`config.mk`:
```
export PLATFORM = sky130hd
export DESIGN_NAME = irq_trap_ctrl_flat
export DESIGN_NICKNAME = d
export VERILOG_FILES = /design/src/rtl/irq_trap_ctrl_if.sv /design/src/rtl/irq_trap_ctrl.sv /design/src/flat_wrapper.sv
export SDC_FILE = /design/constraint.sdc
export NUM_CORES = 1
export LEC_CHECK = 0
export ABC_AREA = 1
export BUFFER_PORTS_ARGS = -buffer_cell sky130_fd_sc_hd__buf_2
export CAP_MARGIN = 10
export CELL_PAD_IN_SITES_DETAIL_PLACEMENT = 1
export CELL_PAD_IN_SITES_GLOBAL_PLACEMENT = 1
export CORE_ASPECT_RATIO = 1.75
export CORE_MARGIN = 5
export CORE_UTILIZATION = 31
export DETAILED_ROUTE_END_ITERATION = 16
export GPL_TIMING_DRIVEN = 0
export HOLD_SLACK_MARGIN = 0.1
export PLACE_DENSITY_LB_ADDON = 0.25
export SLEW_MARGIN = 15
export SYNTH_ARGS = -nofsm -noshare
export SYNTH_HDL_FRONTEND = slang
export SYNTH_SLANG_ARGS = --single-unit
```
`constraint.sdc`:
```
create_clock -name clk -period 4.04 [get_ports clk]
set_clock_uncertainty 0.2 [all_clocks]
set_input_delay 0.404 -clock clk [delete_from_list [all_inputs] [get_ports clk]]
set_output_delay 0.404 -clock clk [all_outputs]
set_load 0.02 [all_outputs]
```
`src/rtl/irq_trap_ctrl_if.sv`:
```
// Interrupt/trap sequencer bus: core and CSR-file signals seen by irq_trap_ctrl.
// master = core/CSR side, slave = the trap sequencer.
interface irq_trap_ctrl_if;
  logic        irq_sw;
  logic        irq_tmr;
  logic        irq_ext;
  logic [2:0]  mie_en;
  logic        mstatus_mie;
  logic        mstatus_mpie;
  logic [31:0] mtvec_base;
  logic [31:0] mepc_in;
  logic [31:0] pc_m;
  logic        valid_m;
  logic        mret_m;
  logic        stall_m;
  logic [2:0]  pend;
  logic        busy;
  logic        flush;
  logic        redirect;
  logic [31:0] redirect_pc;
  logic        csr_we;
  logic [31:0] mepc_out;
  logic [31:0] mcause_out;
  logic        mstatus_we;
  logic        mie_out;
  logic        mpie_out;

  modport master (
    output irq_sw, irq_tmr, irq_ext, mie_en, mstatus_mie, mstatus_mpie, mtvec_base, mepc_in,
           pc_m, valid_m, mret_m, stall_m,
    input  pend, busy, flush, redirect, redirect_pc, csr_we, mepc_out, mcause_out,
           mstatus_we, mie_out, mpie_out
  );

  modport slave (
    input  irq_sw, irq_tmr, irq_ext, mie_en, mstatus_mie, mstatus_mpie, mtvec_base, mepc_in,
           pc_m, valid_m, mret_m, stall_m,
    output pend, busy, flush, redirect, redirect_pc, csr_we, mepc_out, mcause_out,
           mstatus_we, mie_out, mpie_out
  );
endinterface

```
`src/rtl/irq_trap_ctrl.sv`:
```
// Machine-mode interrupt/trap sequencer: samples interrupts, sequences trap entry
// (flush, drain, CSR commit, redirect) and mret return. All outputs are registered.
module irq_trap_ctrl #(
  parameter int unsigned DRAIN_CYCLES = 2,
  parameter bit          VECTORED     = 1'b0
) (
  input logic            clk,
  input logic            rst,
  irq_trap_ctrl_if.slave bus
);

  typedef enum logic [1:0] {StIdle, StDrain, StEnter, StReturn} state_e;

  state_e      state_q;
  logic [3:0]  cnt_q;
  logic [3:0]  code_q;
  logic        mpie_q;

  logic [2:0]  hit;
  logic        take;
  logic [3:0]  code;
  logic [3:0]  ent_code;
  logic        ent_mpie;
  logic [31:0] ent_pc;
  logic        unused_lsb;

  assign hit  = bus.pend & bus.mie_en;
  assign take = bus.mstatus_mie & (|hit) & bus.valid_m & ~bus.stall_m;

  // MEI > MSI > MTI
  always_comb begin
    code = 4'd7;
    if (hit[2]) begin
      code = 4'd11;
    end else if (hit[0]) begin
      code = 4'd3;
    end
  end

  // Enter happens either straight from IDLE (no drain) or at the end of DRAIN.
  assign ent_code = (state_q == StDrain) ? code_q : code;
  assign ent_mpie = (state_q == StDrain) ? mpie_q : bus.mstatus_mie;
  assign ent_pc   = {bus.mtvec_base[31:2], 2'b00} +
                    (VECTORED ? {26'd0, ent_code, 2'b00} : 32'd0);

  assign unused_lsb = ^{bus.mtvec_base[1:0], bus.mepc_in[1:0]};

  always_ff @(posedge clk) begin
    if (rst) begin
      state_q         <= StIdle;
      cnt_q           <= '0;
      code_q          <= '0;
      mpie_q          <= 1'b0;
      bus.pend        <= '0;
      bus.busy        <= 1'b0;
      bus.flush       <= 1'b0;
      bus.redirect    <= 1'b0;
      bus.redirect_pc <= '0;
      bus.csr_we      <= 1'b0;
      bus.mepc_out    <= '0;
      bus.mcause_out  <= '0;
      bus.mstatus_we  <= 1'b0;
      bus.mie_out     <= 1'b0;
      bus.mpie_out    <= 1'b0;
    end else begin
      bus.pend       <= {bus.irq_ext, bus.irq_tmr, bus.irq_sw};
      bus.redirect   <= 1'b0;
      bus.csr_we     <= 1'b0;
      bus.mstatus_we <= 1'b0;
      case (state_q)
        StIdle: begin
          if (take) begin
            bus.mepc_out   <= bus.pc_m;
            bus.mcause_out <= {1'b1, 27'd0, code};
            code_q         <= code;
            mpie_q         <= bus.mstatus_mie;
            bus.busy       <= 1'b1;
            bus.flush      <= 1'b1;
            if (DRAIN_CYCLES > 0) begin
              state_q <= StDrain;
              cnt_q   <= 4'(DRAIN_CYCLES - 1);
            end else begin
              state_q         <= StEnter;
              bus.redirect    <= 1'b1;
              bus.redirect_pc <= ent_pc;
              bus.csr_we      <= 1'b1;
              bus.mstatus_we  <= 1'b1;
              bus.mie_out     <= 1'b0;
              bus.mpie_out    <= ent_mpie;
            end
          end else if (bus.valid_m && bus.mret_m && !bus.stall_m) begin
            state_q         <= StReturn;
            bus.busy        <= 1'b1;
            bus.flush       <= 1'b1;
            bus.redirect    <= 1'b1;
            bus.redirect_pc <= {bus.mepc_in[31:2], 2'b00};
            bus.mstatus_we  <= 1'b1;
            bus.mie_out     <= bus.mstatus_mpie;
            bus.mpie_out    <= 1'b1;
          end
        end
        StDrain: begin
          if (cnt_q == 4'd0) begin
            state_q         <= StEnter;
            bus.redirect    <= 1'b1;
            bus.redirect_pc <= ent_pc;
            bus.csr_we      <= 1'b1;
            bus.mstatus_we  <= 1'b1;
            bus.mie_out     <= 1'b0;
            bus.mpie_out    <= ent_mpie;
          end else begin
            cnt_q <= cnt_q - 4'd1;
          end
        end
        StEnter, StReturn: begin
          state_q   <= StIdle;
          bus.busy  <= 1'b0;
          bus.flush <= 1'b0;
        end
        default: begin
          state_q   <= StIdle;
          bus.busy  <= 1'b0;
          bus.flush <= 1'b0;
        end
      endcase
    end
  end

endmodule

```
`src/flat_wrapper.sv`:
```
// flat-port wrapper written by rule: the top's interface ports become plain ports
module irq_trap_ctrl_flat 
#(
  parameter int unsigned DRAIN_CYCLES = 2,
  parameter bit          VECTORED     = 1'b0
)
  (clk, rst, bus_irq_sw, bus_irq_tmr, bus_irq_ext, bus_mie_en, bus_mstatus_mie, bus_mstatus_mpie, bus_mtvec_base, bus_mepc_in, bus_pc_m, bus_valid_m, bus_mret_m, bus_stall_m, bus_pend, bus_busy, bus_flush, bus_redirect, bus_redirect_pc, bus_csr_we, bus_mepc_out, bus_mcause_out, bus_mstatus_we, bus_mie_out, bus_mpie_out);
  irq_trap_ctrl_if bus_i ();
  input logic clk;
  input logic rst;
  input wire logic [$bits(bus_i.irq_sw)-1:0] bus_irq_sw;
  input wire logic [$bits(bus_i.irq_tmr)-1:0] bus_irq_tmr;
  input wire logic [$bits(bus_i.irq_ext)-1:0] bus_irq_ext;
  input wire logic [$bits(bus_i.mie_en)-1:0] bus_mie_en;
  input wire logic [$bits(bus_i.mstatus_mie)-1:0] bus_mstatus_mie;
  input wire logic [$bits(bus_i.mstatus_mpie)-1:0] bus_mstatus_mpie;
  input wire logic [$bits(bus_i.mtvec_base)-1:0] bus_mtvec_base;
  input wire logic [$bits(bus_i.mepc_in)-1:0] bus_mepc_in;
  input wire logic [$bits(bus_i.pc_m)-1:0] bus_pc_m;
  input wire logic [$bits(bus_i.valid_m)-1:0] bus_valid_m;
  input wire logic [$bits(bus_i.mret_m)-1:0] bus_mret_m;
  input wire logic [$bits(bus_i.stall_m)-1:0] bus_stall_m;
  output wire logic [$bits(bus_i.pend)-1:0] bus_pend;
  output wire logic [$bits(bus_i.busy)-1:0] bus_busy;
  output wire logic [$bits(bus_i.flush)-1:0] bus_flush;
  output wire logic [$bits(bus_i.redirect)-1:0] bus_redirect;
  output wire logic [$bits(bus_i.redirect_pc)-1:0] bus_redirect_pc;
  output wire logic [$bits(bus_i.csr_we)-1:0] bus_csr_we;
  output wire logic [$bits(bus_i.mepc_out)-1:0] bus_mepc_out;
  output wire logic [$bits(bus_i.mcause_out)-1:0] bus_mcause_out;
  output wire logic [$bits(bus_i.mstatus_we)-1:0] bus_mstatus_we;
  output wire logic [$bits(bus_i.mie_out)-1:0] bus_mie_out;
  output wire logic [$bits(bus_i.mpie_out)-1:0] bus_mpie_out;
  assign bus_i.irq_sw = bus_irq_sw;
  assign bus_i.irq_tmr = bus_irq_tmr;
  assign bus_i.irq_ext = bus_irq_ext;
  assign bus_i.mie_en = bus_mie_en;
  assign bus_i.mstatus_mie = bus_mstatus_mie;
  assign bus_i.mstatus_mpie = bus_mstatus_mpie;
  assign bus_i.mtvec_base = bus_mtvec_base;
  assign bus_i.mepc_in = bus_mepc_in;
  assign bus_i.pc_m = bus_pc_m;
  assign bus_i.valid_m = bus_valid_m;
  assign bus_i.mret_m = bus_mret_m;
  assign bus_i.stall_m = bus_stall_m;
  assign bus_pend = bus_i.pend;
  assign bus_busy = bus_i.busy;
  assign bus_flush = bus_i.flush;
  assign bus_redirect = bus_i.redirect;
  assign bus_redirect_pc = bus_i.redirect_pc;
  assign bus_csr_we = bus_i.csr_we;
  assign bus_mepc_out = bus_i.mepc_out;
  assign bus_mcause_out = bus_i.mcause_out;
  assign bus_mstatus_we = bus_i.mstatus_we;
  assign bus_mie_out = bus_i.mie_out;
  assign bus_mpie_out = bus_i.mpie_out;
  irq_trap_ctrl #(.DRAIN_CYCLES(DRAIN_CYCLES), .VECTORED(VECTORED)) u_core (.clk(clk), .rst(rst), .bus(bus_i));
endmodule
```
==> results of run 1 <==
## state kept, by name, summed over array words and instances (netlist names)
signal / count
u_core.bus.mcause_out: 3
u_core.mpie_q: 1
u_core.bus.mpie_out: 1
u_core.bus.csr_we: 1
u_core.bus.mepc_out: 32
u_core.state_q: 2
u_core.bus.redirect_pc: 30
u_core.cnt_q: 4
u_core.bus.pend: 3
u_core.bus.busy: 1
u_core.bus.mie_out: 1
u_core.bus.mstatus_we: 1
## area by class of cell
class | instances | area, um2 | share of cell area, %
multi-input cells | 403 | 1670 | 31.6
flip-flops and latches | 80 | 1600 | 30.4
repair buffers | 184 | 941 | 17.9
plain buffers | 63 | 398 | 7.55
clock buffers | 10 | 229 | 4.35
inverters | 51 | 191 | 3.63
well taps | 137 | 171 | 3.25
clock inverters | 6 | 68.8 | 1.31
## power breakdown
part | total [W] | switching [W] | internal, W
clock | 0.000821 | 0.000339 | 0.000482
sequential | 0.000904 | 0.0000398 | 0.000864
combinational | 0.000644 | 0.000408 | 0.000236
total | 0.00237 | 0.000787 | 0.00158
## worst max path at each step
stage	cells after the start	endpoint	slack, ps	startpoint
after CTS	8	u_core.bus.redirect_pc[15]	2010	u_core.cnt_q[0]
after global placement	8	u_core.bus.redirect_pc[31]	2180	u_core.cnt_q[0]
final	8	u_core.bus.redirect_pc[8]	2040	u_core.cnt_q[0]
after floorplan	8	u_core.bus.mie_out	2420	u_core.cnt_q[0]
after detailed placement	8	u_core.bus.redirect_pc[15]	2020	u_core.cnt_q[0]
after global routing	8	u_core.bus.redirect_pc[15]	1850	u_core.cnt_q[0]
## per-stage QoR
stage,hold slack [ps],instances
2_1_floorplan,236,597
3_3_place_gp,247,914
5_1_grt,105,934
4_1_cts,102,934
6_report,113,934
3_5_place_dp,258,914
## cells by family (layout without fill, tap and decap cells)
group / Yosys count / in the layout / share of synthesized area (%)
compound gates: 43 / 43 / 5.97
xor+xnor: 1 / 1 / 0.233
fa+ha+maj: 1 / 1 / 0.333
buf+inv: 114 / 314 / 15.7
flops: 80 / 80 / 42.7
other cells: 1 / 29 / 0.0999
simple gates: 329 / 329 / 35.0
## placed cells by master, fill, tap and decap left out
cell / n
sky130_fd_sc_hd__nor2_1: 77
sky130_fd_sc_hd__conb_1: 29
sky130_fd_sc_hd__nor2_4: 1
sky130_fd_sc_hd__buf_2: 195
sky130_fd_sc_hd__nand3_2: 2
sky130_fd_sc_hd__o211ai_1: 1
sky130_fd_sc_hd__o21ai_2: 1
sky130_fd_sc_hd__bufinv_16: 1
sky130_fd_sc_hd__o21ai_0: 2
sky130_fd_sc_hd__clkinvlp_4: 1
sky130_fd_sc_hd__buf_1: 1
sky130_fd_sc_hd__clkbuf_1: 10
sky130_fd_sc_hd__clkbuf_16: 9
sky130_fd_sc_hd__dlygate4sd3_1: 4
sky130_fd_sc_hd__inv_6: 1
sky130_fd_sc_hd__nand4_1: 1
sky130_fd_sc_hd__inv_2: 4
sky130_fd_sc_hd__ha_1: 1
sky130_fd_sc_hd__buf_4: 38
sky130_fd_sc_hd__nand3_1: 42
sky130_fd_sc_hd__nand2_1: 205
sky130_fd_sc_hd__a21oi_1: 38
sky130_fd_sc_hd__dfxtp_1: 80
sky130_fd_sc_hd__inv_1: 47
sky130_fd_sc_hd__clkinv_2: 1
sky130_fd_sc_hd__nor2_2: 1
sky130_fd_sc_hd__o21a_1: 1
sky130_fd_sc_hd__xnor2_1: 1
sky130_fd_sc_hd__clkinv_4: 2
## critical path, cell delays in order, from the launching register on
cell and delay, ps:
sky130_fd_sc_hd__dfxtp_1 300, sky130_fd_sc_hd__inv_1 120, sky130_fd_sc_hd__ha_1 220, sky130_fd_sc_hd__nand2_1 100
sky130_fd_sc_hd__o21ai_2 300, sky130_fd_sc_hd__nand3_2 230, sky130_fd_sc_hd__buf_4 240, sky130_fd_sc_hd__nor2_1 120
sky130_fd_sc_hd__nor2_1 60
## timing repair
| action | 4_1_cts | 5_1_grt |
|---|---|---|
| hold endpoints to repair | 4 | 0 |
| resized for setup | 0 | 0 |
| hold buffers | 4 | 0 |
## layer usage
| layer | track usage (%) | up-vias | share of wire (%) |
|---|---|---|---|
| met5 | 0 | - | 0 |
| met4 | 4.68 | 0 | 0.94 |
| met3 | 5.02 | 11 | 7.1 |
| met2 | 33.8 | 135 | 55 |
| met1 | 17.6 | 1896 | 37 |
| li1 | - | 2111 | - |
==> metrics list, run 1 <==
* Leakage power: 2.96 nW
* CP Capture Type: register
* Chip height: ~160 um
* Number of flops mapped to enable cells by yosys: 0
* Total of max-cap violations: 0
- Post-detailed-route via-to-cell ratio: 4.45
- Along the worst hold path, the cell count comes to 3.
* Worst EP arrival: about 2000 ps
* Overflow left after global routing: 0
- Area post-placement: 4930 um2
- Number of setup violations in the final report: 0
* Cells taking the most area after synthesis: sky130_fd_sc_hd__dfxtp_1 43%, sky130_fd_sc_hd__nand2_1 21%, sky130_fd_sc_hd__nor2_1 7.7%
- Total of warnings raised by yosys: 0
- The worst hold path terminates at u_core.bus.mepc_out[16].
- The worst register-to-register path ends at u_core.bus.redirect_pc[8].
- The count of final max-slew check failures came to 0.
- Antenna violations before repair: 0
* Wire per inst: ~14 um
* Transition time of the tightest slew-check pin: 566 ps
* Post-Syn Instances: roughly 570
* Design area: between 5000 and 6000 um2
- Fin Setup TNS: 0 ps
- The number of global-route vias before repair was about 4400.
- Asr flop ratio synth: 0%
- The synthesized design contains 80 register bits.
* Status: finished clean
- In the post-synthesis netlist, the cell with the most instances is sky130_fd_sc_hd__nand2_1.
- P&R area growth vs syn: 40.4%
* Worst-path clk slew: around 70 ps
- After synthesis, the most frequently instantiated cells are 205 x sky130_fd_sc_hd__nand2_1, 80 x sky130_fd_sc_hd__dfxtp_1, 77 x sky130_fd_sc_hd__nor2_1.
- Averaged over all synthesized cells, the footprint is about 6.6 um2.
- GRT Util Overall: between 10% and 20%
- Setup repair after global routing missed its margin: false
* Final Util: between 40 and 50%
- The first detailed-routing pass ran for 4 iterations.
- For the worst setup path, the data required time is between 4000 and 5000 ps.
- Synthesized cell area: between 3000 and 4000 um2
- Cell area power density: between 400 and 500 nW/um2
- The first routing iteration left between 100 and 150 violations.
- For the worst flop-to-flop path, the logic depth is 8.
* TritonCTS clock tree: yes
- HPWL after DPL: 10500 um
* Num Clock Sinks: 80
- Final min period: around 2000 ps
* Hold path start: bus_pc_m[16]
- Number of top-level pins: about 220
- Via count: just over 4000
- CTS placed an instance of sky130_fd_sc_hd__clkbuf_16 at the clock tree root.
* Primary flip-flop cell chosen by synthesis mapping: sky130_fd_sc_hd__dfxtp_1
* Antenna Nets Post-Route: 0
* Distinct cell type count after synthesis: 22
- In this run the biggest area consumer among cell types represents a little over two fifths of the synthesized area.
- Static timing analysis puts the maximum clock frequency at 501 MHz.
- After filler insertion, the fill cell instance count of the layout stands at 1644.
- Row generation in the floorplan step produced 53 rows.
* Layout cell share with drive strength beyond 1: between 30 and 40%
* Die span in x: roughly 93 um
- sky130_fd_sc_hd__dfxtp_1 takes more of the synthesized area than any other cell.
- In this run the number of H-tree levels came out at 3.
- Routability-driven placement finished with a final weighted congestion of roughly 0.73.
* DRC Markers: 0
- Max IR drop VDD: ~0.28 mV
* Class of the worst hold path: input port to register
- Nets: roughly 900
* Crit path setup slack, layout: slightly above 2000 ps
- The floorplan step defined a core boundary enclosing roughly 12000 um2.
- The first global-routing pass estimated around 21000 um of wire.
- Across all register-to-register paths, the minimum setup slack is 2040 ps.
- By startpoint and endpoint, the worst setup path is classified as register to register.
* Final routed wirelength across all metal layers: between 10000 and 15000 um
- The number of hold violations in the final report came to 0.
- Buffer count from post-CTS setup fixing: 0
- Power comes to about 0.0024 W.
* Overall die area: ~14000 um2
- Clock latency on the worst-skew pair, taken at its later pin, is between 300 and 400 ps.
- Largest net degree at the start of global routing: 15
- The number of antenna diodes in the final layout is 0.
- After synthesis, flip-flops and latches occupy between 40% and 50% of the total area.
- In this run the worst path has a maximum fanout of 10.
- Input and output buffers added on the ports amount to 180.
- Headroom to the max-slew limit came out at slightly above 60%.
- Post-route clock period utilization: 49.4%
- In this run the critical register-to-register path is launched from u_core.cnt_q[0].
- The clock passes through at most 2 buffers.
- For this configuration, the core starts out at a cell density of 31.4%.
- Number of buffers created by CTS: 9
- Worst setup timing slack at the placement stage: 2020 ps
- Startpoint type of the worst setup path: register
Power figures use the tool's default switching activity.
==> run 2: changes to the inputs <==
--- a/config.mk
+++ b/config.mk
@@ -5,14 +5,14 @@
 export SDC_FILE = /design/constraint.sdc
 export NUM_CORES = 1
 export LEC_CHECK = 0
-export ABC_AREA = 1
+export ABC_AREA = 0
 export BUFFER_PORTS_ARGS = -buffer_cell sky130_fd_sc_hd__buf_2
 export CAP_MARGIN = 10
 export CELL_PAD_IN_SITES_DETAIL_PLACEMENT = 1
 export CELL_PAD_IN_SITES_GLOBAL_PLACEMENT = 1
 export CORE_ASPECT_RATIO = 1.75
 export CORE_MARGIN = 5
-export CORE_UTILIZATION = 31
+export CORE_UTILIZATION = 27
 export DETAILED_ROUTE_END_ITERATION = 16
 export GPL_TIMING_DRIVEN = 0
 export HOLD_SLACK_MARGIN = 0.1
==> constraint.sdc (replaced) <==
create_clock -name clk -period 1.7 [get_ports clk]
set_clock_uncertainty 0.2 [all_clocks]
set_input_delay 0.17 -clock clk [delete_from_list [all_inputs] [get_ports clk]]
set_output_delay 0.17 -clock clk [all_outputs]
set_load 0.02 [all_outputs]
==> run 2 against run 1 <==
Net effect:
- count of clock-buffer cells in the layout increased by 1
- synthesized cell count decreased by 30%
- critical endpoint is now u_core.bus.redirect_pc[10]
- flip-flop and latch count unchanged
- via count decreased by 0.48%
- the run now ends with setup timing left
- setup slack got worse by 2400 ps
- sequential share of layout area decreased by 5.6 points
- first-iteration DRC count decreased by 11%
- clock power increased by 130%
- cell area increased by 23%
- routed wire length increased by 19%
==> metrics list, run 2 <==
- The worst register-to-register path begins at u_core.bus.pend[0].
- The delay of the slowest cell on the worst path came to 320 ps (+20 ps).
- The actual transition at the worst max-transition pin was 702 ps (+136 ps).
- The post-detailed-routing wire length is 15200 um (+19%).
* Via count of the first global-routing pass: 4673 (+6.3%)
- The leakage power is 2.92 nW (-1.4%).
- The number of fill cells is 1509 (-8.2%).
* Internal power consumption: 0.00376 W (+140%)
- CP Launch Point: u_core.bus.pend[0]
- Synthesized cell area: 3520 um2 (-6.2%)
- The routed via count divided by cell count came to 4.56 (+2.5%).
- Wire per inst: 16.8 um (+22%)
- Comb power frac: 25.0% (-2.2 points)
- The count of final max-slew check failures came to 0 (unchanged).
- The cell that appears most often on the critical path is sky130_fd_sc_hd__buf_6.
* Class of the worst hold path: input port to register
- The cell depth of the worst flop-to-flop path was 8 (unchanged).
- Switch share: 28.5% (-4.7 points)
* Non-filler cells in the finished layout: 907 (-2.9%)
- Number of setup violations in the final report: 73 (+73)
- The post-route fraction of the period consumed by the critical path is 118% (+69 points).
- The worst-skew pair later-pin latency came to 330 ps (about the same).
- The sequential cell area fraction in the yosys report was 45.5% (+2.8 points).
- Most instantiated cells after synthesis: 80 x sky130_fd_sc_hd__dfxtp_1, 69 x sky130_fd_sc_hd__nand2_1, 42 x sky130_fd_sc_hd__buf_4
* Flip-flop and latch count after synthesis: 80 (unchanged)
- Hold path start: bus_mret_m
* Sequential share of power: 38.9% (+0.7 points)
- The maximum net fanout on the critical path was 10 (unchanged).
- Largest net degree at the start of global routing: 14 (-1)
* Commonest non-fill, non-tap cells in the layout: 181 x sky130_fd_sc_hd__buf_2, 98 x sky130_fd_sc_hd__dlygate4sd3_1, 76 x sky130_fd_sc_hd__dfxtp_1
- Via count: 4133 (-0.48%)
* Number of port buffers: 180 (unchanged)
- Core ar.: 12900 um2 (+7.8%)
- CP Capture Type: register
* Number of flip-flops under the largest register name: 32 (unchanged)
- Critical path data required time: 1690 ps (-2380 ps)
- Root buffer cell: sky130_fd_sc_hd__clkbuf_16
- The shortest period the worst path allows was 2010 ps (+15.3 ps).
- GRT Util Overall: 19.1% (+1.7 points)
- The top cell type's share of synthesized area is 45.5% (+2.8 points).
- The largest individual stage delay along the critical path comes from the cell sky130_fd_sc_hd__dfxtp_2.
- The clock edge transition at the registers on the reported setup and hold paths came to 60 ps (about the same).
- Critical path buffer and inverter count: 4 (+2)
- Post-Syn Instances: 396 (-30%)
- The setup path with the least slack is of type register to register.
* Crit path setup slack, layout: -312 ps (-2360 ps)
- The first-pass iteration count of the detailed router came to 4 (unchanged).
- The largest registers in the layout are u_core.bus.mepc_out x32, u_core.bus.redirect_pc x30, u_core.cnt_q x4.
* Layout cell share with drive strength beyond 1: 41.2% (+8.9 points)
* Stages on the worst setup path: 8 (unchanged)
- Endpoints failing hold: 0 (unchanged)
- Placement Rows: 55 (+3.8%)
* P&R area growth vs syn: 84.6%
- Net Switching: 0.00150 W (+91%)
- The wire length of the first global-routing pass came to 23200 um (+13%).
* Num Clock Sinks: 80 (unchanged)
- The H-tree level count was 3 (unchanged).
* Chip height: 161 um (+3.5%)
* Hold depth: 3 (unchanged)
- Broken down by cell family, the worst path's largest delay share belongs to compound AO/OA/AOI/OAI gates.
- Chain of cells forming the critical path: a222oi_1, buf_4, buf_6, o211ai_1, a21oi_4, buf_6, buf_8, a211oi_1
- For this run, the leading register cell type out of synthesis is sky130_fd_sc_hd__dfxtp_1.
* Design area: 6500 um2 (+23%)
- Startpoint type of the worst setup path: register
* Commonest non-fill, non-tap cell in the layout: sky130_fd_sc_hd__buf_2
* Relative slew margins: 53.2% (-9.1 points)
- The maximum number of buffers from clock root to sink came to 2 (unchanged).
* Violated checks: setup timing
* Number of violations reported at the end of detailed-routing iteration 0: 101 (-11%)
- DRC Markers: 0 (unchanged)
- The number of distinct library cells after synthesis was 38 (+73%).
- Synth Area per Inst: 8.89 um2 (+35%)
* Cell type with the largest total area after synthesis: sky130_fd_sc_hd__dfxtp_1
- Antenna Nets Post-Route: 0 (unchanged)
- The sum of negative setup slack came to -17810 ps (-17810 ps).
- Hold WS: 157 ps (+43.5 ps)
- Fmax: 497 MHz (-0.76%)
* Most frequently used cell type in the post-synthesis netlist: sky130_fd_sc_hd__dfxtp_1
* Register name with the most flops: u_core.bus.mepc_out
* Number of flops mapped to enable cells by yosys: 0 (unchanged)
- Overflow left after global routing: 0 (unchanged)
- Max IR drop VDD: 0.519 mV (+84%)
* Total of max-cap violations: 0 (unchanged)
* Worst EP arrival: 2000 ps (-20 ps)
- The post-placement worst setup slack is -1030 ps (-3050 ps).
- TritonCTS clock tree: yes
- The total instance count after detailed placement came to 775 (-15%).
* Cell area power density: 809 nW/um2 (+80%)
- Area post-placement: 4760 um2 (-3.4%)
* Number of top-level pins: 215 (unchanged)
- Diode count: 0 (unchanged)
* Final weighted congestion in routability-driven placement: 0.738 (+1.6%)
- The initial core utilization came to 27.4% (-4.1 points).
- Number of buffers created by CTS: 9 (unchanged)
- Overall die area: 15500 um2 (+7.0%)
* Asr flop ratio synth: 0% (unchanged)
- Total of warnings raised by yosys: 0 (unchanged)
* Setup repair after global routing missed its margin: true
- The share of power burned in the clock network came to 36.1% (+1.4 points).
* Antenna violations before repair: 0 (unchanged)
- The detailed-placement wirelength estimate was 9690 um (-7.8%).
* Nets: 841 (-6.8%)
- Cells taking the most area after synthesis: sky130_fd_sc_hd__dfxtp_1 46%, sky130_fd_sc_hd__buf_4 9.0%, sky130_fd_sc_hd__mux2i_1 8.5%
- The flow ran to the end, but the final reports show violations.
- Die span in x: 96.3 um (+3.4%)
## run 2: cell count changes after synthesis, moves of 4 or more
cell                       delta
sky130_fd_sc_hd__nand2_1    -136
sky130_fd_sc_hd__nand3_1     -41
sky130_fd_sc_hd__buf_4        +4
sky130_fd_sc_hd__a31oi_1     +31
sky130_fd_sc_hd__a211oi_1    +31
sky130_fd_sc_hd__clkbuf_1    +10
sky130_fd_sc_hd__inv_2        -4
sky130_fd_sc_hd__nor2b_1      +4
sky130_fd_sc_hd__mux2i_1     +30
sky130_fd_sc_hd__inv_1       -41
sky130_fd_sc_hd__buf_2       -10
sky130_fd_sc_hd__nor2_1      -66
## run 2: final timing paths
path,endpoint,slack (ps)
worst max-delay path,u_core.bus.redirect_pc[10],-310
worst min-delay path,u_core.state_q[0],160
worst max register to register,u_core.bus.redirect_pc[10],-310
worst min register to register,u_core.bus.mepc_out[24],250
## run 2: kinds of logic after synthesis
family,after synthesis,share of synthesized area (%)
other,1,0.107
adder cells (fa/ha/maj),1,0.355
AO/OA/AOI/OAI,109,20.0
multiplexers,31,8.85
AND/OR/NAND/NOR,102,12.8
buffers and inverters,72,12.3
flip-flops,80,45.5
## run 2: timing repair
item	4_1_cts	5_1_grt
hold buffers	98	0
pin swaps	8	12
gates resized for setup	47	34
setup buffers	16	1
endpoints found under the setup margin	76	76
hold endpoints to repair	68	0
cloned	3	1
## run 2: layer usage
metal	wire length, um	part of all wire (%)	GRT usage, %	vias to the layer above
met5	0	0	0	-
met4	354	2.3	6.00	0
met3	1080	7.1	5.73	28
met2	8440	56	37.3	158
met1	5320	35	18.1	1930
li1	-	-	-	2017
## run 2: final cells by class
class / instances / area, um2 / share of cell area [%]
Buffer: 64 / 494 / 7.60
Clock buffer: 11 / 233 / 3.58
Clock inverter: 5 / 57.6 / 0.886
Inverter: 6 / 22.5 / 0.347
Multi-Input combinational cell: 272 / 1780 / 27.4
Sequential cell: 80 / 1610 / 24.8
Tap cell: 171 / 214 / 3.29
Timing Repair Buffer: 298 / 2090 / 32.2
## run 2: per-stage QoR
stage	power (W)	utilization, %
after floorplan	0.00268	-
after global placement	0.00300	37.0
after detailed placement	0.00302	37.0
after CTS	0.00523	49.5
after global routing	0.00550	50.5
final	0.00526	50.5
## run 2: tightest hold or removal path, delay by kind of cell
| kind | cells | cell delay, ps |
|---|---|---|
| buffers and inverters | 1 | 80 |
| and+or+nand+nor | 1 | 210 |
| AOI/OAI and AO/OA | 1 | 190 |
## run 2: power by group through the flow
stage / Combinational [W] / Sequential (W) / Clock, W
after global placement: 0.000924 / 0.00208 / 0
after CTS: 0.00123 / 0.00204 / 0.00196
after global routing: 0.00141 / 0.00206 / 0.00203
after floorplan: 0.000476 / 0.00220 / 0
final: 0.00132 / 0.00205 / 0.00190
after detailed placement: 0.000946 / 0.00208 / 0
==> run 3: changes to the inputs <==
--- a/config.mk
+++ b/config.mk
@@ -10,7 +10,7 @@
 export CAP_MARGIN = 10
 export CELL_PAD_IN_SITES_DETAIL_PLACEMENT = 1
 export CELL_PAD_IN_SITES_GLOBAL_PLACEMENT = 1
-export CORE_ASPECT_RATIO = 1.75
+export CORE_ASPECT_RATIO = 1.5
 export CORE_MARGIN = 5
 export CORE_UTILIZATION = 27
 export DETAILED_ROUTE_END_ITERATION = 16
==> run 3 against run 2 <==
Net effect:
- the run still ends with setup timing left
- first-iteration DRC count decreased by 5.9%
- total power is 5.4% higher
- combinational power hardly changed
- hold slack got worse by 27 ps
- clock power is 16% higher
- final cell count shrank 0.66%
- largest cell class unchanged
- critical path depth did not move
- critical path type unchanged
- global-route usage about the same
==> metrics list, run 3 (synthesis results as in run 2) <==
* Global-route wire length before repair: 23200 um (-0.27%)
* Setup repair after global routing missed its margin: true
- Violated checks: setup timing
- The worst setup path is captured at a register.
- The count of final max-slew check failures is 0 (unchanged).
- The clock edge transition at the registers on the reported setup and hold paths is 60 ps (about the same).
- Leakage power: 2.96 nW (+1.5%)
- Nets: 847 (+0.71%)
- Reg-to-reg endpoint: u_core.bus.redirect_pc[29]
* Area post-placement: 4750 um2 (-0.32%)
* Router iterations before antenna repair: 5 (+1)
- P&R area growth vs syn: 85.6%
- Origin of the critical flop-to-flop path: u_core.bus.pend[0]
- The sequential share of power was 37.0% (-1.9 points).
* DRC Markers: 0 (unchanged)
- The largest vdd supply drop is 0.369 mV (-29%).
* Endpoint with the worst hold slack: u_core.state_q[0]
- The final-report setup violation count is 74 (+1.4%).
- The top-level port count was 215 (unchanged).
* Fin Setup TNS: -18420 ps (-612 ps)
- Num Clock Sinks: 80 (unchanged)
* Final Util: 50.7% (+0.19 points)
- HPWL after DPL: 9500 um (-2.0%)
* Layout cell share with drive strength beyond 1: 40.7% (-0.47 points)
* Number of port buffers: 180 (unchanged)
- The largest registers in the layout are u_core.bus.mepc_out x32, u_core.bus.redirect_pc x30, u_core.cnt_q x4.
- The initial antenna violation count came to 0 (unchanged).
- Number of buffers created by CTS: 9 (unchanged)
- The worst setup path is launched from a register.
* Placement Rows: 51 (-7.3%)
- Setup Crit Path Kind: register to register
* Fmax: 494 MHz (-0.72%)
- The internal power consumption was 0.00406 W (+8.0%).
* Relative slew margins: 57.5% (+4.3 points)
* Transition time of the tightest slew-check pin: 638 ps (-63.9 ps)
* Antenna Nets Post-Route: 0 (unchanged)
- The cell depth of the worst flop-to-flop path was 8 (unchanged).
* Number of levels the H-tree was split into: 3 (unchanged)
- Total of max-cap violations: 0 (unchanged)
- Met3 wirelength from detailed routing: 1170 um (+8.4%)
- Final routed wirelength across all metal layers: 15100 um (-0.79%)
* Root buffer cell: sky130_fd_sc_hd__clkbuf_16
* Overflow left after global routing: 0 (unchanged)
- Design area: 6530 um2 (+0.54%)
- The total instance count after detailed placement came to 763 (-1.5%).
* Overall die area: 15500 um2 (-0.27%)
- Setup slack on the worst flop-to-flop path: -330 ps (about the same)
* Critical path data required time: 1680 ps (about the same)
* Worst-skew pair later-pin latency: 330 ps (about the same)
- Via count of the first global-routing pass: 4841 (+3.6%)
* Commonest non-fill, non-tap cell in the layout: sky130_fd_sc_hd__buf_2
* Core ar.: 12900 um2 (+0.17%)
- Post-detailed-route via-to-cell ratio: 4.71 (+3.4%)
- The fraction of power spent switching nets came to 26.7% (-1.8 points).
- The post-placement worst setup slack is -913 ps (+116 ps).
- The least setup slack across all paths after layout came to -326 ps (-14.7 ps).
* Hold path start: bus_mret_m
- The top cell types in the final layout, fill and taps aside, are 180 x sky130_fd_sc_hd__buf_2, 98 x sky130_fd_sc_hd__dlygate4sd3_1, 75 x sky130_fd_sc_hd__dfxtp_1.
- The sum of routed wire segments on met1 is 5290 um (-0.53%).
* Wire per inst: 16.7 um (-0.13%)
* Clk pwr share: 39.7% (+3.6 points)
* Post-route clock period utilization: 119% (+0.86 points)
- The net switching power is 0.00148 W (-1.2%).
* Number of flip-flops under the largest register name: 32 (unchanged)
- The maximum number of buffers from clock root to sink was 2 (unchanged).
- Max Used Layer: met4
- TritonCTS clock tree: yes
- GRT Util Overall: 19.1% (about the same)
- Starting Density: 27.3% (-0.045 points)
- The combinational share of power was 23.4% (-1.6 points).
- The power density over the cells was 849 nW/um2 (+4.8%).
- The number of hold violations in the final report came to 0 (unchanged).
- Final weighted congestion in routability-driven placement: 0.773 (+4.8%)
* Die span in x: 103 um (+7.2%)
- Non-filler cells in the finished layout: 901 (-0.66%)
- The number of DRC markers in iteration 0 is 95 (-5.9%).
* Diode count: 0 (unchanged)
- Class of the worst hold path: input port to register
* Routed met2 length: 8220 um (-2.5%)
- Via count: 4245 (+2.7%)
* Final min period: 2030 ps (+14.7 ps)
* Worst EP arrival: 2010 ps (about the same)
- Counting flops per register, the top entry is u_core.bus.mepc_out.
- Maximum fanout encountered on the critical timing path: 5 (-5)
- The y dimension of the die was 150 um (-7.0%).
- Hold depth: 3 (unchanged)
- The largest net degree at the start of global routing came to 14 (unchanged).
- Status: finished with violations
run 3: worst max path at each step:
stage / from / to / slack [ps] / cells after the start
after floorplan: u_core.bus.pend[0] / u_core.bus.redirect_pc[18] / -250 / 5
after global placement: u_core.bus.pend[0] / u_core.bus.redirect_pc[29] / -890 / 5
after detailed placement: u_core.bus.pend[0] / u_core.bus.mepc_out[26] / -910 / 5
after CTS: u_core.bus.pend[2] / u_core.bus.mcause_out[2] / -280 / 7
after global routing: u_core.bus.pend[0] / u_core.bus.redirect_pc[29] / -400 / 8
final: u_core.bus.pend[0] / u_core.bus.redirect_pc[29] / -330 / 8
run 3: what timing repair did:
item                                    4_1_cts  5_1_grt
cloned                                        4        1
endpoints found under the setup margin       76       74
hold endpoints to repair                     68        0
buffers inserted                             16        5
resized for setup                            51       20
pin swaps                                     7        4
hold buffers                                 98        0
run 3: power groups by stage:
stage,clock network [W],registers [W],logic [W]
after global placement,0,0.00208,0.000921
final,0.00220,0.00205,0.00130
after global routing,0.00235,0.00206,0.00140
after detailed placement,0,0.00208,0.000938
after floorplan,0,0.00220,0.000476
after CTS,0.00226,0.00204,0.00121
run 3: final cells by class:
class	count	area [um2]
Buffer	65	513
Clock buffer	10	229
Clock inverter	6	108
Fill cell	1523	6360
Inverter	6	22.5
Multi-Input combinational cell	272	1710
Sequential cell	80	1610
Tap cell	159	199
Timing Repair Buffer	303	2140
run 3: stage by stage:
stage                     total power, W  hold slack, ps
after detailed placement         0.00302             192
final                            0.00554             129
after CTS                        0.00552             117
after global placement           0.00300             196
after floorplan                  0.00268            98.0
after global routing             0.00580             152
run 3: worst max-delay path, stage by stage (launching register included):
cell and delay (ps):
sky130_fd_sc_hd__dfxtp_2 320, sky130_fd_sc_hd__a222oi_1 320, sky130_fd_sc_hd__buf_4 190, sky130_fd_sc_hd__buf_4 110
sky130_fd_sc_hd__o211ai_1 170, sky130_fd_sc_hd__a21oi_4 220, sky130_fd_sc_hd__buf_6 150, sky130_fd_sc_hd__buf_6 130
sky130_fd_sc_hd__a211oi_1 70
run 3: layer usage:
metal  global-route usage [%]  vias up
li1                         -     2021
met1                     18.5     2003
met2                     36.7      184
met5                        0        -
met4                     6.87        0
met3                     5.83       37
